<file path="config.mk">
export PLATFORM = sky130hd
export DESIGN_NAME = in_demux
export DESIGN_NICKNAME = d
export VERILOG_FILES = /design/src/rtl/filter_pkg.sv /design/src/rtl/in_demux_phase.sv /design/src/rtl/in_demux.sv
export SDC_FILE = /design/constraint.sdc
export NUM_CORES = 1
export LEC_CHECK = 0
export CAP_MARGIN = 25
export CORE_ASPECT_RATIO = 1.1
export CORE_UTILIZATION = 45
export DETAILED_ROUTE_END_ITERATION = 10
export MAX_ROUTING_LAYER = met4
export PLACE_DENSITY = 0.84
export SLEW_MARGIN = 20
export SYNTH_ARGS = -nofsm -noshare
export SYNTH_HDL_FRONTEND = slang
export SYNTH_HIERARCHICAL = 1
export SYNTH_SLANG_ARGS = --single-unit
export TNS_END_PERCENT = 100
</file>
<file path="constraint.sdc">
create_clock -name clk -period 2.1 [get_ports clk]
set_input_delay 0.42 -clock clk [delete_from_list [all_inputs] [get_ports clk]]
set_output_delay 0.42 -clock clk [all_outputs]
set_load 0.02 [all_outputs]
</file>
<file path="src/rtl/filter_pkg.sv">
// Shared filter-chain definitions: in_demux parameter defaults, the phase
// state type and the phase-to-lane routing used by the input demultiplexer.
package filter_pkg;

  localparam int LANES_DEF      = 3;
  localparam int IN_W_DEF       = 11;
  localparam int ACC_W_DEF      = 36;
  localparam int FRAC_SHIFT_DEF = 24;

  typedef enum logic [1:0] {
    PH0 = 2'd0,
    PH1 = 2'd1,
    PH2 = 2'd2
  } phase_e;

  // Lane order 0, 2, 1 matches the downstream serializer's read order.
  function automatic int phase_lane(input phase_e ph);
    case (ph)
      PH0:     return 0;
      PH1:     return 2;
      PH2:     return 1;
      default: return 0;
    endcase
  endfunction

endpackage

</file>
<file path="src/rtl/in_demux_phase.sv">
// Frame-position FSM for in_demux: advances one phase per accepted sample,
// restarts on sync, and flags the accepted sample that completes a frame.
module in_demux_phase
  import filter_pkg::*;
(
  input  logic       clk,
  input  logic       reset,
  input  logic       in_valid,
  input  logic       sync,
  output logic [1:0] phase,
  output logic       frame_done
);

  phase_e state_q;
  phase_e state_d;

  always_ff @(posedge clk) begin
    if (reset) state_q <= PH0;
    else       state_q <= state_d;
  end

  // A sync with a sample restarts the frame on that sample, so it never completes one.
  always_comb begin
    state_d    = state_q;
    frame_done = 1'b0;
    if (sync && !in_valid) begin
      state_d = PH0;
    end else if (in_valid) begin
      if (sync) begin
        state_d = PH1;
      end else begin
        case (state_q)
          PH0:     state_d = PH1;
          PH1:     state_d = PH2;
          PH2: begin
            state_d    = PH0;
            frame_done = 1'b1;
          end
          default: state_d = PH0;
        endcase
      end
    end
  end

  assign phase = state_q;

endmodule

</file>
<file path="src/rtl/in_demux.sv">
// Serial-to-parallel polyphase input demultiplexer: scales samples into lane
// words and presents a full frame on Out with a one-cycle out_valid strobe.
// Build option: IN_DEMUX_CLIP_EN maps the most negative input to its symmetric value.
module in_demux
  import filter_pkg::*;
#(
  parameter int LANES      = LANES_DEF,
  parameter int IN_W       = IN_W_DEF,
  parameter int ACC_W      = ACC_W_DEF,
  parameter int FRAC_SHIFT = FRAC_SHIFT_DEF
) (
  input  logic                    clk,
  input  logic                    reset,
  input  logic signed [IN_W-1:0]  In,
  input  logic                    in_valid,
  input  logic                    sync,
  output logic signed [ACC_W-1:0] Out [0:LANES-1],
  output logic                    out_valid,
  output logic [1:0]              phase
);

  function automatic logic signed [IN_W-1:0] clip_in(input logic signed [IN_W-1:0] x);
`ifdef IN_DEMUX_CLIP_EN
    logic signed [IN_W-1:0] most_neg;
    most_neg = {1'b1, {(IN_W-1){1'b0}}};
    return (x == most_neg) ? {1'b1, {(IN_W-2){1'b0}}, 1'b1} : x;
`else
    return x;
`endif
  endfunction

  function automatic logic signed [ACC_W-1:0] form_word(input logic signed [IN_W-1:0] x);
    logic signed [ACC_W-1:0] ext;
    ext = ACC_W'(x);
    return ext <<< FRAC_SHIFT;
  endfunction

  logic                    frame_done;
  int                      wr_lane;
  logic signed [ACC_W-1:0] word_p0;
  logic signed [ACC_W-1:0] stage_p1 [0:LANES-1];
  logic                    vld_p1;

  in_demux_phase u_phase (
    .clk        (clk),
    .reset      (reset),
    .in_valid   (in_valid),
    .sync       (sync),
    .phase      (phase),
    .frame_done (frame_done)
  );

  // Stage p0: lane selection and word formation for the incoming sample
  always_comb begin
    wr_lane = sync ? 0 : phase_lane(phase_e'(phase));
    word_p0 = form_word(clip_in(In));
  end

  // Stage p1: staging lanes, and the frame-complete transfer to Out that
  // bypasses the final sample straight in so the strobe lands one clock later.
  always_ff @(posedge clk) begin
    if (reset) begin
      vld_p1 <= 1'b0;
      for (int i = 0; i < LANES; i++) begin
        stage_p1[i] <= '0;
        Out[i]      <= '0;
      end
    end else begin
      vld_p1 <= frame_done;
      if (sync && !in_valid) begin
        for (int i = 0; i < LANES; i++) stage_p1[i] <= '0;
      end else if (in_valid) begin
        for (int i = 0; i < LANES; i++) begin
          if (i == wr_lane) stage_p1[i] <= word_p0;
          else if (sync)    stage_p1[i] <= '0;
        end
      end
      if (frame_done) begin
        for (int i = 0; i < LANES; i++)
          Out[i] <= (i == wr_lane) ? word_p0 : stage_p1[i];
      end
    end
  end

  assign out_valid = vld_p1;

endmodule

</file>
Word level (Yosys, flattened, before mapping)
Memories as Yosys holds them, arrays and structs flattened. A register that Yosys moved wholly into a read port is not among the register bits.
Index checks and enable logic that the tools add are counted.
{"block": "classes", "bitwise_logic": 9, "reduce_logical": 5, "eq_ne": 4, "muxes": 56}
{"cell": "two-way mux 12 bit", "n": 9}
{"cell": "two-way mux 36 bit", "n": 3}
{"cell": "two-way mux 1 bit", "n": 40}
{"cell": "== test 2 x 32 -> 1 bit (first input constant)", "n": 1}
{"cell": "== test 3 x 32 -> 1 bit (first input constant)", "n": 1}
{"cell": "zero test 32 bit", "n": 1}
{"cell": "two-way mux 32 bit", "n": 1}
{"cell": "bitwise OR 1 bit", "n": 9}
{"cell": "case mux 2 bit (2 select lines)", "n": 2}
{"cell": "== test 2 x 1 -> 1 bit (second input constant)", "n": 1}
{"cell": "== test 2 bit (second input constant)", "n": 1}
{"cell": "zero test 2 bit", "n": 1}
{"cell": "two-way mux 2 bit", "n": 1}
{"cell": "OR reduction 2 bit", "n": 1}
{"cell": "logical AND 1 bit", "n": 1}
{"cell": "zero test 1 bit", "n": 1}
{"block": "totals", "out_inout_bits": 111, "ff_bits": 111, "mem_bits_rw": 36, "n_memories": 1, "elab_cells": 80, "inputBits": 15}
{"name": "stage_p1", "words": 3, "width": 12, "rd": 3, "rd_ports_with_merged_regs": 3, "wr": 3, "line": "in_demux.sv:41", "rtl": "logic signed [ACC_W-1:0] stage_p1 [0:LANES-1];"}

Depth between registers and ports, before layout
{"block": "depth", "depth_word": 11, "mapped_depth": 5, "ltp_nobuf": 4}

Hierarchy
Netlist, hierarchy kept.
{"module": "in_demux", "seq_area_each_um2": 1561.5, "area_each_um2": 3338.2, "instances": 1, "cells_each": 350}
{"module": "in_demux_phase", "seq_area_each_um2": 40.0, "area_each_um2": 106.4, "instances": 1, "cells_each": 12}

Worst setup path after synthesis
Ideal clock, no wire load.
{"block": "synth_path", "path_type": "flip-flop to flip-flop", "from": "register u_phase.state_q[0] (netlist: u_phase/phase[0])", "to": "memory stage_p1[0][0] (netlist bit) (enable)", "setup_time_ps": 342, "period_less_slack_ps": 1693, "path_stages_with_launch": 5, "n_path_buf": 2, "arrival_time_ps": 1352, "slack_ps": 407, "required_time_ps": 1758, "cell_sequence": "dfxtp_1 buf_4 xnor2_1 clkbuf_2 a211o_1"}
{"item": "from (decl)", "line": "in_demux_phase.sv:14", "rtl": "phase_e state_q;"}
{"item": "from (signal assigned)", "line": "in_demux_phase.sv:19", "rtl": "else state_q <= state_d;"}
{"item": "to (decl)", "line": "in_demux.sv:41"}

Worst setup path after layout
{"block": "layout_path", "from": "register u_phase.state_q[1] (netlist: u_phase/phase[1])", "to": "output phase[1]"}
{"item": "to (decl)", "line": "in_demux.sv:19", "rtl": "output logic [1:0] phase"}
No word-level cell between the ends.

==> results.txt <==
Critical path type: flip-flop to primary output
Maximum vdd drop: 0.618 mV
Least-Margin Pin Slew: 0.547 ns
Largest net degree at the start of global routing: 37
Final worst path period share: 90.9%
Final Hold Vio Count: 0
Mapped Cells: 362
# Post-CTS Setup Buffers: 0
Slew margin rel.: 63.5%
Post-CTS sizing: 0
Initial antenna violation count: 0
Nets@finish: 425
# setup viols final: 0
GRT overflow: 0
WHS Path Cells: 2
Starting Density: 46.3%
First-pass GRT wire length: 11300 um
R2R setup slack: 0.53 ns
Fin crit period: 1.91 ns
Post-route ant nets: 0
CP Buf/Inv Count: 1
TritonCTS Buffers: 9
Yosys warnings: 6
First-pass DRT Iterations: 4
Core ar.: 7430 um^2
Clk root buf: clkbuf_8
Critical R2R Capture: Out[102]
CTS sink cnt: 69
Die W: 85.4 um
Most frequent cells in the layout: conb_1 (72), clkdlybuf4s50_1 (53), dfxtp_1 (45), nand2_1 (45), nor2_1 (35)
DR vias: 2463
Dpl cell area: 3780 um^2
CP delay by family, top: buffers and inverters
Status: finished clean
DP Cell Count: 486
Reg-to-Reg Start: u_phase/phase[1]
Required time worst endpoint: 1.68 ns
Synth unique cells: 29
CTS tree: done
CP Launch Type: flip-flop
Slowest cell on crit path: clkdlybuf4s50_1
Leakage: 1.46 nW
PwrDens: 707 nW/um^2
Hold Path Class: flip-flop to flip-flop
Crit-path cells: clkdlybuf4s50_1
DP Wirelength: 4820 um
Drt wl/cell: 14.0 um
Worst-Skew Late Latency: 0.35 ns
Maxcap violations: 0
Hold_sp: stage_p1[2][4]
Non-Filler Instances: 502
Core Util, Final: 53.4%
Largest stage delay, worst path: 0.67 ns
Vias per cell: 4.91
H-tree depth: 3
Die area: 8010 um^2
Synth Register Bits: 69
Worst Setup End Kind: primary output
Placer Congestion: 0.780
Register area share after synthesis: 46.5%
Initial DRC Count: 158
Worst reg-to-reg path cell count: 5
DR DRC count: 0
Avg Cell Area, Syn: 9.52 um^2
CTS hold repair buffers: 0
Worst clock skew: 0.00904 ns
Most common cell after layout, fill and taps aside: conb_1
FMAX: 524 MHz
Ratio of cells with drive above 1 in the final layout: 8.92%
Site Rows: 33
Total Wirelength: 7010 um
RSZ-0062 raised after global routing: no
Mapped Area: 3440 um^2
GRT Total Usage: 19.0%
Clock slew at reported path FFs: 0.07 ns
CP Max Fanout: 13
Slew Limit Fails: 0
Hold endpoint: Out[28]
Chip Height: 93.8 um
Num ports: 126
Design area: 3970 um^2
Critical Path AT: 1.49 ns
Ant. Diodes: 0
Vias in the first global route: 2226
Port Buf Inserts: 53
Layout area overhead: 15.2%
Max clock buf depth: 2
worst max path at each step:
stage                      from        endpoint  slack [ns]  cells after the start
5_1_grt        u_phase/phase[0]        phase[0]        0.14                      1
3_5_place_dp           in_valid        Out[105]      -0.004                      6
2_1_floorplan  u_phase/phase[0]  stage_p1[0][0]        0.41                      4
3_3_place_gp               sync  stage_p1[2][2]        0.02                      5
4_1_cts        u_phase/phase[0]        phase[0]       0.001                      1
6_report       u_phase/phase[1]        phase[1]        0.19                      1
cell families (layout without fill, tap and decap cells):
| family | after synthesis | after routing | synth area share (%) |
|---|---|---|---|
| DFF | 69 | 69 | 46.5 |
| and+or+nand+nor | 126 | 126 | 18.2 |
| buffers and inverters | 104 | 86 | 20.4 |
| xor gates and xnor gates | 2 | 2 | 0.509 |
| other | 1 | 72 | 0.109 |
| AOI/OAI and AO/OA | 60 | 60 | 14.3 |
synthesized netlist by cell type:
master | instances | area (um^2)
a311oi_1 | 34 | 298
or3b_2 | 1 | 8.76
buf_6 | 2 | 22.5
o21ai_0 | 11 | 55.1
a311o_1 | 1 | 10.0
nor2b_1 | 3 | 18.8
clkbuf_2 | 1 | 5.00
nand2b_1 | 3 | 18.8
nor2_4 | 1 | 11.3
nand3b_1 | 12 | 90.1
nor3b_2 | 2 | 25.0
xor2_1 | 1 | 8.76
xnor2_1 | 1 | 8.76
a22o_1 | 11 | 96.3
clkbuf_1 | 15 | 56.3
inv_1 | 3 | 11.3
conb_1 | 1 | 3.75
buf_2 | 6 | 30.0
edfxtp_1 | 22 | 661
and2_1 | 22 | 138
o221a_2 | 1 | 11.3
a211oi_2 | 1 | 12.5
dfxtp_1 | 47 | 941
nand2_1 | 45 | 169
a211o_1 | 1 | 8.76
nor3_1 | 1 | 5.00
buf_4 | 77 | 578
or3b_4 | 1 | 11.3
nor2_1 | 35 | 131
power breakdown:
part | internal (mW) | switching [mW]
logic | 0.0913 | 0.236
registers | 1.42 | 0.0199
clock network | 0.548 | 0.492
total | 2.06 | 0.749
final cells by class:
type                            count  area [um^2]
Multi-Input combinational cell    260         1410
Clock inverter                      4         48.8
Inverter                            3         11.3
Timing Repair Buffer               67          648
Sequential cell                    69         1600
Tap cell                           87          109
Fill cell                         665         3460
Clock buffer                       12          135
flip-flops by register name (all words and copies together), names as in the netlist:
signal / count
u_phase/phase: 2
stage_p1: 33
out_valid: 1
Out: 33
routing by layer:
metal  vias to the layer above  wire (um)  track usage, %
met5                         -          0               -
met4                         0        106            7.64
met3                        10        480            4.83
met2                       113       3410            29.5
met1                      1136       3010            23.8
li1                       1204          -               -
through the flow:
stage	hold WS, ns	worst slack [ns]	power (mW)	setup TNS (ns)
2_1_floorplan	0.442	0.407	1.79	0
3_3_place_gp	0.458	0.0243	1.78	0
3_5_place_dp	0.457	-0.00442	1.79	-0.00442
4_1_cts	0.480	0.00144	2.80	0
5_1_grt	0.495	0.141	2.90	0
6_report	0.478	0.191	2.80	0
Power figures use the tool's default switching activity.
